`config.mk`:
```
export PLATFORM = sky130hd
export DESIGN_NAME = rs_slot_alloc
export DESIGN_NICKNAME = d
export VERILOG_FILES = /design/src/rtl/rs_pkg.sv /design/src/rtl/ps.sv /design/src/rtl/rs_slot_alloc.sv
export SDC_FILE = /design/constraint.sdc
export NUM_CORES = 1
export LEC_CHECK = 0
export CORE_MARGIN = 4
export CORE_UTILIZATION = 25
export DETAILED_ROUTE_END_ITERATION = 12
export DONT_BUFFER_PORTS = 1
export HOLD_SLACK_MARGIN = 0.06
export PLACE_DENSITY = 0.37
export RECOVER_POWER = 25
export REMOVE_ABC_BUFFERS = 1
export SLEW_MARGIN = 15
export SYNTH_ARGS = -nofsm -noshare
export SYNTH_HDL_FRONTEND = slang
export SYNTH_SLANG_ARGS = --single-unit
```
`constraint.sdc`:
```
create_clock -name clock -period 8 [get_ports clock]
set_input_delay 1.6 -clock clock [delete_from_list [all_inputs] [get_ports clock]]
set_output_delay 1.6 -clock clock [all_outputs]
set_load 0.01 [all_outputs]
```
`src/rtl/rs_pkg.sv`:
```
// Shared reservation-station constants and types used by dispatch-side logic.
package rs_pkg;

   localparam int NUM_RS         = 16;
   localparam int RS_IDX_W       = $clog2(NUM_RS);
   localparam int DISPATCH_WIDTH = 2;

   typedef logic [RS_IDX_W-1:0] rs_idx_t;

endpackage : rs_pkg

```
`src/rtl/ps.sv`:
```
// Priority selector: one-hot grant of the lowest set request bit, gated by en_i.
module ps #(
   parameter int WIDTH = 4
) (
   input  logic [WIDTH-1:0] req_i,
   input  logic             en_i,
   output logic [WIDTH-1:0] gnt_o
);

   // Isolate the lowest set bit (two's complement trick), then gate with enable.
   always_comb begin
      gnt_o = req_i & (~req_i + WIDTH'(1)) & {WIDTH{en_i}};
   end

endmodule : ps

```
`src/rtl/rs_slot_alloc.sv`:
```
// Reservation-station slot allocator: tracks busy entries and hands dispatch
// the lowest and highest free entry each cycle. Picks come from registered
// state only, so entries released this cycle become allocatable next cycle.
module rs_slot_alloc
   import rs_pkg::*;
#(
   parameter int NUM_ENTRIES = NUM_RS,
   parameter int IDX_W       = $clog2(NUM_ENTRIES),
   parameter int CNT_W       = $clog2(NUM_ENTRIES + 1)
) (
   input  logic                      clock,
   input  logic                      reset,
   input  logic                      flush,
   input  logic [DISPATCH_WIDTH-1:0] alloc_req,
   output logic [DISPATCH_WIDTH-1:0] alloc_gnt,
   output logic [IDX_W-1:0]          alloc_idx0,
   output logic [IDX_W-1:0]          alloc_idx1,
   input  logic [NUM_ENTRIES-1:0]    release_mask,
   output logic [NUM_ENTRIES-1:0]    busy,
   output logic [CNT_W-1:0]          free_cnt,
   output logic                      full
);

   logic [NUM_ENTRIES-1:0] busy_q, busy_d;
   logic [CNT_W-1:0]       free_cnt_q, free_cnt_d;
   logic                   full_q, full_d;

   logic [NUM_ENTRIES-1:0] free_vec;
   logic [NUM_ENTRIES-1:0] free_rev;
   logic [NUM_ENTRIES-1:0] lo_onehot;
   logic [NUM_ENTRIES-1:0] hi_onehot_rev;
   logic [NUM_ENTRIES-1:0] hi_onehot;
   logic                   gnt0, gnt1;

   function automatic logic [IDX_W-1:0] onehot_to_idx(input logic [NUM_ENTRIES-1:0] oh);
      logic [IDX_W-1:0] idx;
      idx = '0;
      for (int i = 0; i < NUM_ENTRIES; i++) begin
         if (oh[i]) idx = idx | IDX_W'(i);
      end
      return idx;
   endfunction

   function automatic logic [CNT_W-1:0] popcount(input logic [NUM_ENTRIES-1:0] v);
      logic [CNT_W-1:0] c;
      c = '0;
      for (int i = 0; i < NUM_ENTRIES; i++) begin
         c = c + CNT_W'(v[i]);
      end
      return c;
   endfunction

   // Free vector and its bit-reversed copy feeding the high-end selector.
   always_comb begin
      free_vec = ~busy_q;
      free_rev = '0;
      for (int i = 0; i < NUM_ENTRIES; i++) begin
         free_rev[i] = free_vec[NUM_ENTRIES-1-i];
      end
   end

   ps #(.WIDTH(NUM_ENTRIES)) u_ps_lo (
      .req_i (free_vec),
      .en_i  (1'b1),
      .gnt_o (lo_onehot)
   );

   ps #(.WIDTH(NUM_ENTRIES)) u_ps_hi (
      .req_i (free_rev),
      .en_i  (1'b1),
      .gnt_o (hi_onehot_rev)
   );

   // Undo the reversal so the high pick is in natural bit order.
   always_comb begin
      hi_onehot = '0;
      for (int i = 0; i < NUM_ENTRIES; i++) begin
         hi_onehot[i] = hi_onehot_rev[NUM_ENTRIES-1-i];
      end
   end

   // In-order grants: slot 1 needs slot 0 requested and two free entries.
   always_comb begin
      gnt0       = alloc_req[0] & (free_cnt_q >= CNT_W'(1)) & ~flush;
      gnt1       = alloc_req[1] & alloc_req[0] & (free_cnt_q >= CNT_W'(2)) & ~flush;
      alloc_gnt  = {gnt1, gnt0};
      alloc_idx0 = onehot_to_idx(lo_onehot);
      alloc_idx1 = onehot_to_idx(hi_onehot);
   end

   // Next busy/count/full; releases of idle entries are masked out of the count.
   always_comb begin
      busy_d     = (busy_q & ~release_mask)
                 | (gnt0 ? lo_onehot : '0)
                 | (gnt1 ? hi_onehot : '0);
      free_cnt_d = free_cnt_q - CNT_W'(gnt0) - CNT_W'(gnt1)
                 + popcount(release_mask & busy_q);
      full_d     = (free_cnt_d == '0);
   end

   // State register: reset beats flush, flush squashes every entry.
   always_ff @(posedge clock) begin
      if (reset || flush) begin
         busy_q     <= '0;
         free_cnt_q <= CNT_W'(NUM_ENTRIES);
         full_q     <= 1'b0;
      end else begin
         busy_q     <= busy_d;
         free_cnt_q <= free_cnt_d;
         full_q     <= full_d;
      end
   end

   assign busy     = busy_q;
   assign free_cnt = free_cnt_q;
   assign full     = full_q;

endmodule : rs_slot_alloc

```
---- Word-level counts from Yosys, hierarchy flattened ----
Cells that the tools add are included.
storage, ports and cells
  flip-flop bits (word level) ............. 22
  bits of input ports ..................... 21
  output and inout bits ................... 32
  word-level logic and storage cells ...... 75
operators by class
  add/sub/neg operators ................... 20
  $lt $le $gt $ge ......................... 2
  muxes and demuxes ....................... 32
  bitwise logic cells ..................... 16
  reduce and logical (&&, ||, !) cells .... 2
operators by type and width
  cell                                                 count
  AND 16 bit                                           4
  2-to-1 mux 4 bit                                     16
  inverter 16 bit                                      4
  adder 5 x 1 -> 5 bit                                 11
  adder 16 x 1 -> 16 bit, second input constant        2
  2-to-1 mux 16 bit                                    2
  OR 16 bit                                            2
  2-to-1 mux 3 bit                                     8
  subtractor 5 x 1 -> 5 bit                            2
  2-to-1 mux 2 bit                                     4
  adder 4 x 1 -> 5 bit                                 1
  adder 5 bit                                          1
  AND 1 bit                                            5
  >= comparator 5 x 1 -> 1 bit, second input constant  1
  >= comparator 5 x 2 -> 1 bit, second input constant  1
  logical NOT 5 bit                                    1
  adder 3 x 1 -> 4 bit                                 1
  adder 2 x 1 -> 3 bit                                 1
  adder 1 x 1 -> 2 bit                                 1
  2-to-1 mux 1 bit                                     2
  logical OR 1 bit                                     1
  inverter 1 bit                                       1

---- Logic depth before layout (Yosys ltp) ----
Gate-level depths: netlist (run 1).
  depth in word-level cells ............... 19
  mapped depth ............................ 21
  mapped depth without buffers ............ 21

---- Cells and area by module ----
A second synthesis (run 1) with hierarchy kept.
second synthesis, totals
  cell total of the unflattened synthesis .. 255
  area, all modules ....................... 2,164.6 um2
modules (own cells, without submodules)
  module         instances  cells each  area each (um2)  sequential area each (um2)
  rs_slot_alloc  1          197         1,736.7          440.4
  ps             2          29          214.0            0.0

---- Worst setup path before layout (run 1) ----
Ideal clock, no wire load.
  kind .................................... input -> register
  start ................................... in flush
  end ..................................... reg full_q (netlist: full)
  library setup time ...................... 78 ps
  arrival ................................. 5,968 ps
  required time ........................... 7,922 ps
  slack ................................... 1,954 ps
  cell stages on the path ................. 17
  path buffers ............................ 1
  cell sequence ........................... nand3b_1 > a31o_1 > buf_6 > fa_1 > inv_1 > fa_1 > fa_1 > fa_1 > fa_1 > fa_1 > inv_1 > fa_1 > a21o_1 > a21oi_1 > xnor2_1 > nand2_1 > nor3_1
between the ends
  cells in the longest elaborated chain, start to end .. 6
  elaborated cells on any way between the ends .. 8
  classes of those cells .................. add/sub (3); bitwise (3); reduce/logical (2)
ends and longest elaborated chain
  what                                    RTL line                                  RTL
  start, declared                         rs_slot_alloc.sv:13                       input logic flush,
  inverter 1 bit                          rs_slot_alloc.sv:84, rs_slot_alloc.sv:85
  AND 1 bit                               rs_slot_alloc.sv:84                       gnt0 = alloc_req[0] & (free_cnt_q >= CNT_W'(1)) & ~flush;
  subtractor 5 x 1 -> 5 bit (2 in a row)  rs_slot_alloc.sv:96                       free_cnt_d = free_cnt_q - CNT_W'(gnt0) - CNT_W'(gnt1)
  adder 5 bit                             rs_slot_alloc.sv:97                       + popcount(release_mask & busy_q);
  logical NOT 5 bit                       rs_slot_alloc.sv:98                       full_d = (free_cnt_d == '0);
  end signal, assigned                    rs_slot_alloc.sv:110                      full_q <= full_d;
  end, declared                           rs_slot_alloc.sv:26                       logic full_q, full_d;
Several ways; a longest one is shown, not always the timed one.
A chain may end at the register's enable or synchronous reset.

---- Worst setup path after layout (run 1) ----
Same ends and word-level chain as after synthesis.

==> out/qor.yml, run 1 <==
yosys:
  synth_edf_count: 0
  synthFlopType: "dfxtp_1"
  async_flop_share: 0
  seq_area_frac_synth: 0.2043
  yosysMostFrequentCell: "nand2_1"
  syn_inst: 284
  syn_area_per_cell_sq_um: 7.591
  synth_top_area_share: 0.2043
  synth_commonest_cells: "nand2_1, inv_1, dfxtp_1, nor2_1, a21oi_1"
  netlist_area_sq_mm: 0.002156
  synth_cell_types: 54
  yosys_warnings: 0
  ys_seq_elements: 22
  post-synth-top-area-cell: "dfxtp_1"
  synth_area_leaders: "dfxtp_1, fa_1, ha_1"
clock_network:
  cts_root_buf: "clkbuf_8"
  cts.repair_timing.setup_buffer_count: 0
  cts_max_level: 1
  cts_tree: "yes"
  clk_path_buf_depth: 2
  clk_pin_slew_ns: 0.09
  cts_resized: 0
  clk_latency_ns: 0.27
  ctsHoldBuffers: 0
  cts_sinks: 22
  cts_buffers: 3
timing:
  fin_skew_ns: 0.005710
  fmax_mhz: 167.0
  setup_ws_ns: 2.013
  fin_tns_setup_ns: 0
  tightestPinTransition_ns: 0.6849
  hold_viol_final: 0
  relSlewSlack: 0.5399
  post-route-period-util: 0.7484
  rsz0062_at_grt: "no"
  fin_crit_ns: 5.987
  whs_ns: 0.6668
  finalSetupViolCount: 0
  final_max_slew_viol_count: 0
floorplan:
  fp.dieW_um: 100.9
  rows: 33
  core_area_sq_mm: 0.008299
  die_h_um: 100.9
  io_pins: 53
  start_util: 0.2598
  die_area_sq_mm: 0.01017
final_layout:
  layout-drive-gt1-share: 0.05597
  fin_nets: 317
  area_growth_pct: 4.179
  antenna_cells: 0
critical_path:
  critPathArrivalTime_ns: 6.19
  worstPathRequired_ns: 8.20
  cp-start-kind: "input pin"
  endpoint_kind: "register"
  crit_fanout: 8
  crit_type: "input pin to register"
place:
  dp_hpwl_um: 5561
  port_buffers: 0
  place_congestion: 0.7763
  post-place-ws_ns: 1.702
global_route:
  grt_pass1_wl_um: 10900
  gr-total-overflow: 0
  grt.total_usage: 0.1381
  grt_pass1_vias: 1959
  grt_max_degree: 17
  antenna_found_initial: 0
route:
  vias: 1899
  via_per_inst: 5.091
  avgRoutedWirePerCell_um: 18.45
  wl_met1_um: 2941
  drt_first_iter_violations: 88
  wl_um: 6880
  met3_length_um: 525
  antenna_left: 0
  dr_wl_met2_um: 3295
  highest_layer: "met4"
  first_pass_iters: 4
  drc: 0
power:
  cellLeakagePower_uw: 0.0007970
  power_density_mw_per_mm2: 131.7
  ir_worst_vdd_mv: 0.03707
hold_path:
  hold_class: "register to register"
run:
  maxCapViolCount: 0
run_status:
  status: "finished clean"
-- metrics by stage --
stage,std cells,instance area [sq um],utilization,total power [uW]
final,373,2246,0.2706,295.7
after global routing,373,2246,0.2706,314.0
after CTS,373,2246,0.2706,301.1
after detailed placement,369,2175,0.2620,192.7
after global placement,369,2175,0.2620,193.3
after floorplan,264,2043,-,176.0
-- registers in the layout, summed over array words and instances, names as in the netlist --
register,count
free_cnt,5
full,1
busy,16
-- cell usage in the layout, fill, tap and decap left out, drive strengths merged, types with 3 or more instances in the layout --
| cell | netlist | final |
|---|---|---|
| nand3 | 13 | 13 |
| o21ai | 9 | 9 |
| nand4 | 9 | 9 |
| fa | 13 | 13 |
| nand2b | 6 | 6 |
| ha | 14 | 14 |
| nand2 | 37 | 37 |
| xnor2 | 5 | 5 |
| inv | 32 | 32 |
| and2 | 5 | 5 |
| clkbuf | 8 | 3 |
| nor3 | 6 | 6 |
| a21oi | 20 | 20 |
| nor4 | 3 | 3 |
| or2 | 4 | 4 |
| a31oi | 6 | 6 |
| dfxtp | 22 | 22 |
| nor2 | 21 | 21 |
| or4 | 3 | 3 |
| nor2b | 4 | 4 |
-- power by group --
group | switching, uW | internal, uW
Sequential | 6.11 | 113
Combinational | 39.5 | 30.0
Clock | 40.1 | 66.9
-- cells by family (layout without fill, tap and decap cells) --
group	after synthesis	in the layout	synth area share
compound gates	50	50	0.1439
xor+xnor	6	6	0.02438
fa+ha+maj	27	27	0.2020
buf+inv	52	36	0.1079
flops	22	22	0.2043
mux	4	4	0.01973
simple gates	123	123	0.2977
-- area by class of cell --
type | instances | area, sq um
fillers | 928 | 6053
multi-input cells | 210 | 1483
flip-flops and latches | 22 | 440.4
well taps | 105 | 131.4
inverters | 32 | 120.1
clock buffers | 3 | 41.29
clock inverters | 1 | 30.03
-- worst max-delay path: stages --
cell	delay (ns)
nand3b_1	0.14
a31o_1	0.34
fa_1	0.56
inv_1	0.06
fa_1	0.50
fa_1	0.52
fa_1	0.52
fa_1	0.57
fa_1	0.17
inv_1	0.06
fa_1	0.39
a21o_1	0.19
a21oi_1	0.16
xnor2_1	0.14
nand2_1	0.09
nor3_1	0.18
-- final timing paths --
path / start / endpoint / slack [ns] / cells after the start
worst max-delay path: flush / full / 2.01 / 16
worst min-delay path: busy[14] / busy[10] / 0.67 / 2
worst max register to register: free_cnt[2] / full / 2.57 / 18
worst min register to register: busy[14] / busy[10] / 0.67 / 2
-- layer usage --
layer  up-vias  global-route usage
met2        62              0.2319
met5         -                   0
met4         0             0.04041
met1       898              0.1766
li1        930                   -
met3         9             0.03045
Power figures use the tool's default switching activity.
==> run 2, diff against run 1 <==
- clock period: 8 -> 5.6 ns (I/O delays scaled with it)
==> out/qor.yml, run 2 (synthesized netlist as in run 1, its figures left out) <==
timing:
  finalSetupViolCount: 0
  setup_ws_ns: 0.3116
  rsz0062_at_grt: "no"
  fmax_mhz: 189.1
  post-route-period-util: 0.9444
  final_max_slew_viol_count: 0
  tightestPinTransition_ns: 0.7098
  relSlewSlack: 0.5231
  fin_crit_ns: 5.288
  whs_ns: 0.5939
  fin_skew_ns: 0.004944
  fin_tns_setup_ns: 0
  hold_viol_final: 0
power:
  ir_worst_vdd_mv: 0.09013
  total_power_uw: 432.8
  cellLeakagePower_uw: 0.0008207
  power_density_mw_per_mm2: 188.3
critical_path:
  cp-start-kind: "register"
  crit_type: "register to register"
  endpoint_kind: "register"
  worstPathCellList: "inv_2 > ha_1 > nand2b_1 > a211oi_1 > or2_4 > nand2_1 > fa_1 > inv_1 > fa_1 > fa_1 > fa_1 > fa_1 > fa_1 > inv_1 > fa_1 > a21o_1 > a21oi_2 > xnor2_1 > nand2_1 > nor3_1"
  slowest_stage: "fa_1"
  worstPathRequired_ns: 5.80
  cpMostUsedCell: "fa_1"
  worst-path-buf-inv: 3
  slowest_delay_ns: 0.58
  critPathArrivalTime_ns: 5.49
  crit_family: "adder cells"
  crit_fanout: 4
final_layout:
  layout-drive-gt1-share: 0.07581
  fin_nets: 326
  mostFrequentLayoutCells: "nand2_1, inv_1, nor2_1, dfxtp_1, a21oi_1"
  antenna_cells: 0
  area_growth_pct: 6.616
  finalInstanceArea_sq_mm: 0.002298
  final_common_cell: "nand2_1"
  largest_register_ffs: 16
global_route:
  grt_pass1_vias: 1970
  grt.total_usage: 0.1400
  gr-total-overflow: 0
  grt_max_degree: 17
  antenna_found_initial: 0
  grt_pass1_wl_um: 10950
clock_network:
  cts_sinks: 22
  cts_buffers: 3
  cts_root_buf: "clkbuf_8"
  cts_tree: "yes"
  ctsHoldBuffers: 0
  cts_max_level: 1
  cts.repair_timing.setup_buffer_count: 0
  clk_path_buf_depth: 2
  clk_latency_ns: 0.27
  clk_pin_slew_ns: 0.10
run_status:
  status: "finished clean"
route:
  antenna_left: 0
  wl_um: 7014
  avgRoutedWirePerCell_um: 18.36
  via_per_inst: 5.089
  vias: 1944
  first_pass_iters: 6
  drc: 0
  drt_first_iter_violations: 83
floorplan:
  start_util: 0.2598
  core_area_sq_mm: 0.008299
  io_pins: 53
  fp.dieW_um: 100.9
  rows: 33
  die_h_um: 100.9
  die_area_sq_mm: 0.01017
hold_path:
  hold_class: "register to register"
place:
  dp_hpwl_um: 5627
  port_buffers: 0
  place_congestion: 0.8468
  post-place-ws_ns: -0.07206
  post_dp_cell_area_sq_mm: 0.002242
run:
  maxCapViolCount: 0
[run 2: changes by cell type in the layout (fill, tap and decap cells not counted), sizes merged]
cell,change
buf,+3
clkbuf,+6
[run 2: through the flow]
stage                     instances  utilization
final                           382       0.2769
after global routing            382       0.2769
after CTS                       382       0.2788
after detailed placement        378       0.2702
after global placement          378       0.2702
after floorplan                 264            -
[run 2: cell type report]
class / count / area [sq um]
clock buffers: 3 / 41.29
clock inverters: 1 / 30.03
fillers: 899 / 6001
inverters: 32 / 120.1
multi-input cells: 210 / 1489
flip-flops and latches: 22 / 441.7
well taps: 105 / 131.4
repair buffers: 9 / 45.04
[run 2: metal layers]
layer  share of wire  wire length [um]  vias up  GRT usage
met1            0.44              3100      927     0.1783
met5               0                 0        -          0
met2            0.47              3327       53     0.2349
met3           0.068               477       10    0.03529
met4           0.016               109        0    0.03627
li1                -                 -      954          -
[run 2: path summary, 6_finish.rpt]
kind                   to  slack, ns  depth (start not counted)         from
setup reg to reg     full       0.31                         20  free_cnt[3]
hold / removal    busy[8]       0.59                          3      busy[8]
setup / recovery     full       0.31                         20  free_cnt[3]
hold reg to reg   busy[8]       0.59                          3      busy[8]
[run 2: timing repair]
action                                  CTS  global route
endpoints found under the setup margin    0             1
gates resized for setup                   0             4
hold endpoints to repair                  0             0
[run 2: worst register-to-register path: cells and delay by family (launching register included)]
family / cells / cell delay (ns)
AOI/OAI and AO/OA: 3 / 0.57
xor gates and xnor gates: 1 / 0.13
adders and majority gates: 8 / 3.33
buffers and inverters: 3 / 0.21
DFF: 1 / 0.36
and+or+nand+nor: 5 / 0.61
[run 2: report_power, final]
group | switching [uW] | internal [uW]
clock network | 63.7 | 95.7
registers | 7.30 | 162
logic | 58.8 | 45.3
==> edit: new RTL, flow settings as in run 1 <==
The package constant `NUM_RS` goes from 16 to 8.
--- a/src/rtl/rs_pkg.sv
+++ b/src/rtl/rs_pkg.sv
@@ -1,7 +1,7 @@
 // Shared reservation-station constants and types used by dispatch-side logic.
 package rs_pkg;
 
-   localparam int NUM_RS         = 16;
+   localparam int NUM_RS         = 8;
    localparam int RS_IDX_W       = $clog2(NUM_RS);
    localparam int DISPATCH_WIDTH = 2;
 
Ports: changed (5 resized); port bits go from 53 to 34. No check against the original RTL was run, so the function may have changed too.
==> edit against run 1 <==
Total power shrank 46%. Synthesized cell count shrank 61%. Synthesized area shrank 55%. Global-route usage shrank 3.3 points. Largest cell class unchanged. Sequential power shrank 41%. Cell area shrank 54%. Routed wire length shrank 65%. Sequential cell count shrank 9. Worst setup slack gained 960 ps.
==> edit: results (changes against run 1) <==
Run status
  • Outcome: finished, final reports clean

Power
  • Net Switching: 0.00004299 W (-50%)
  • VDD IR-drop max: 0.05179 mV (+40%)
  • Leakage Power: 0.3984 nW (-50%)

Setup path
  • Arr. time, crit path: 5200 ps (-990 ps)
  • Critical path startpoint: alloc_req[0]
  • Worst-path fanout max: 9 (+1)

Placement
  • Placed wire-length estimate: 2.084 mm (-63%)
  • Worst slack at placement: 2856 ps (+1154 ps)
  • # placed instances: 156 (-58%)
  • Final estimated routing congestion in global placement: 0.7290 (-6.1%)

Final layout
  • Diodes inserted: 1 (+1)
  • Clock network area share: 0.04348 (+0.01172)
  • Multi-input gates: 77 (-63%)
  • Multi-input combinational area share: 0.5797 (-0.08046)
  • Max reg flops: 8 (-8)
  • Ratio of cells with drive above 1 in the final layout: 0.06250 (+0.006530)
  • Clkbuf count: 4 (+1)
  • Number of non-clock inverters: 18 (-44%)
  • Fillers: 414 (-55%)
  • Seq area share: 0.2512 (+0.05511)
  • Nets@finish: 138 (-56%)

Global route
  • First-pass GRT wire length: 4.091 mm (-62%)
  • Largest net degree at the start of global routing: 10 (-7)
  • Initial antenna violation count: 1 (+1)
  • Gr usage total: 0.1052 (-0.03288)
  • Vias in the first global route: 791 (-60%)

Timing
  • Slew HR: 0.6798 (+0.1399)
  • Worst Skew: 1.009 ps (-4.701 ps)

Synth
  • Register area share after synthesis: 0.2670 (+0.06271)
  • Synth Area in Adders: 0.2080 (+0.005986)
  • Synth area leaders: dfxtp_1 27%, fa_1 14%, inv_1 6.9%
  • Async SR Flop Fraction: 0 (unchanged)
  • Post-Synthesis Cells: 112 (-61%)
  • Compound-Gate Fraction of Synth Area: 0.1297 (-0.01428)
  • Synth top cells by count: 18 x inv_1, 13 x dfxtp_1, 12 x nand2_1
  • Multiplexer share of the synthesized area: 0.01155 (-0.008180)
  • Number of library cell types mapped by synthesis: 36 (-33%)
  • XOR/XNOR Fraction of Synth Area: 0.02696 (+0.002582)

Routing
  • DR vias: 758 (-60%)
  • WL/cell: 15.06 µm (-18%)
  • Via/cell ratio: 4.708 (-7.5%)
  • First DRT Iteration DRCs: 30 (-66%)

Clock tree
  • TritonCTS clock tree: yes
  • Worst-path clk slew: 50 ps (-40 ps)
  • Sink Count: 13 (-41%)
  • Skew-Pair Late Insertion Delay: 240 ps (-30 ps)

Worst hold path
  • Hold_sp: busy[2]$_SDFF_PP0_
edit: cell types whose count changed after synthesis, sizes merged, moves of 7 or more:
cell	change
buf	-9
ha	-9
a21oi	-17
inv	-14
nor2	-14
nand3	-12
nand2	-25
nand4	-8
dfxtp	-9
clkbuf	-7
edit: cell families after synthesis:
kind of cell | Yosys count
fa+ha+maj | 12
simple gates | 43
compound gates | 18
mux | 1
flops | 13
xor+xnor | 3
buf+inv | 22
edit: per-layer routing:
layer	vias up	track usage	wire length [µm]
met5	-	0	0
met1	360	0.1255	1053
li1	373	-	-
met4	0	0.05106	42
met2	21	0.1705	1172
met3	4	0.03165	156
edit: metrics by stage:
stage                power (W)  utilization  cell area, µm²
floorplan           0.00009620            -           944.7
global placement     0.0001026       0.2704            1005
detailed placement   0.0001027       0.2704            1005
CTS                  0.0001621       0.2825            1050
global route         0.0001679       0.2788            1036
finish               0.0001585       0.2788            1036
edit: critical path, cell delays in order:
cell and delay, ps:
nor2b_1 140, and3_1 410, inv_1 110, fa_1 510, fa_1 520, fa_1 550, inv_1 50, fa_1 420
fa_1 390, xor2_1 210, nand3_1 100, nor3b_1 170
edit: power by group through the flow:
stage / combinational, W / clock (W) / sequential [W]
global placement: 0.0000303 / 0 / 0.0000723
CTS: 0.0000305 / 0.0000607 / 0.0000709
finish: 0.0000293 / 0.0000584 / 0.0000708
global route: 0.0000340 / 0.0000628 / 0.0000711
floorplan: 0.0000248 / 0 / 0.0000714
detailed placement: 0.0000303 / 0 / 0.0000724
edit: final timing paths:
check	slack, ps	endpoint	cells past startpoint
min	670	busy[1]$_SDFF_PP0_	2
max reg2reg	3690	full$_SDFF_PP0_	14
min reg2reg	670	busy[1]$_SDFF_PP0_	2
max	2970	full$_SDFF_PP0_	12
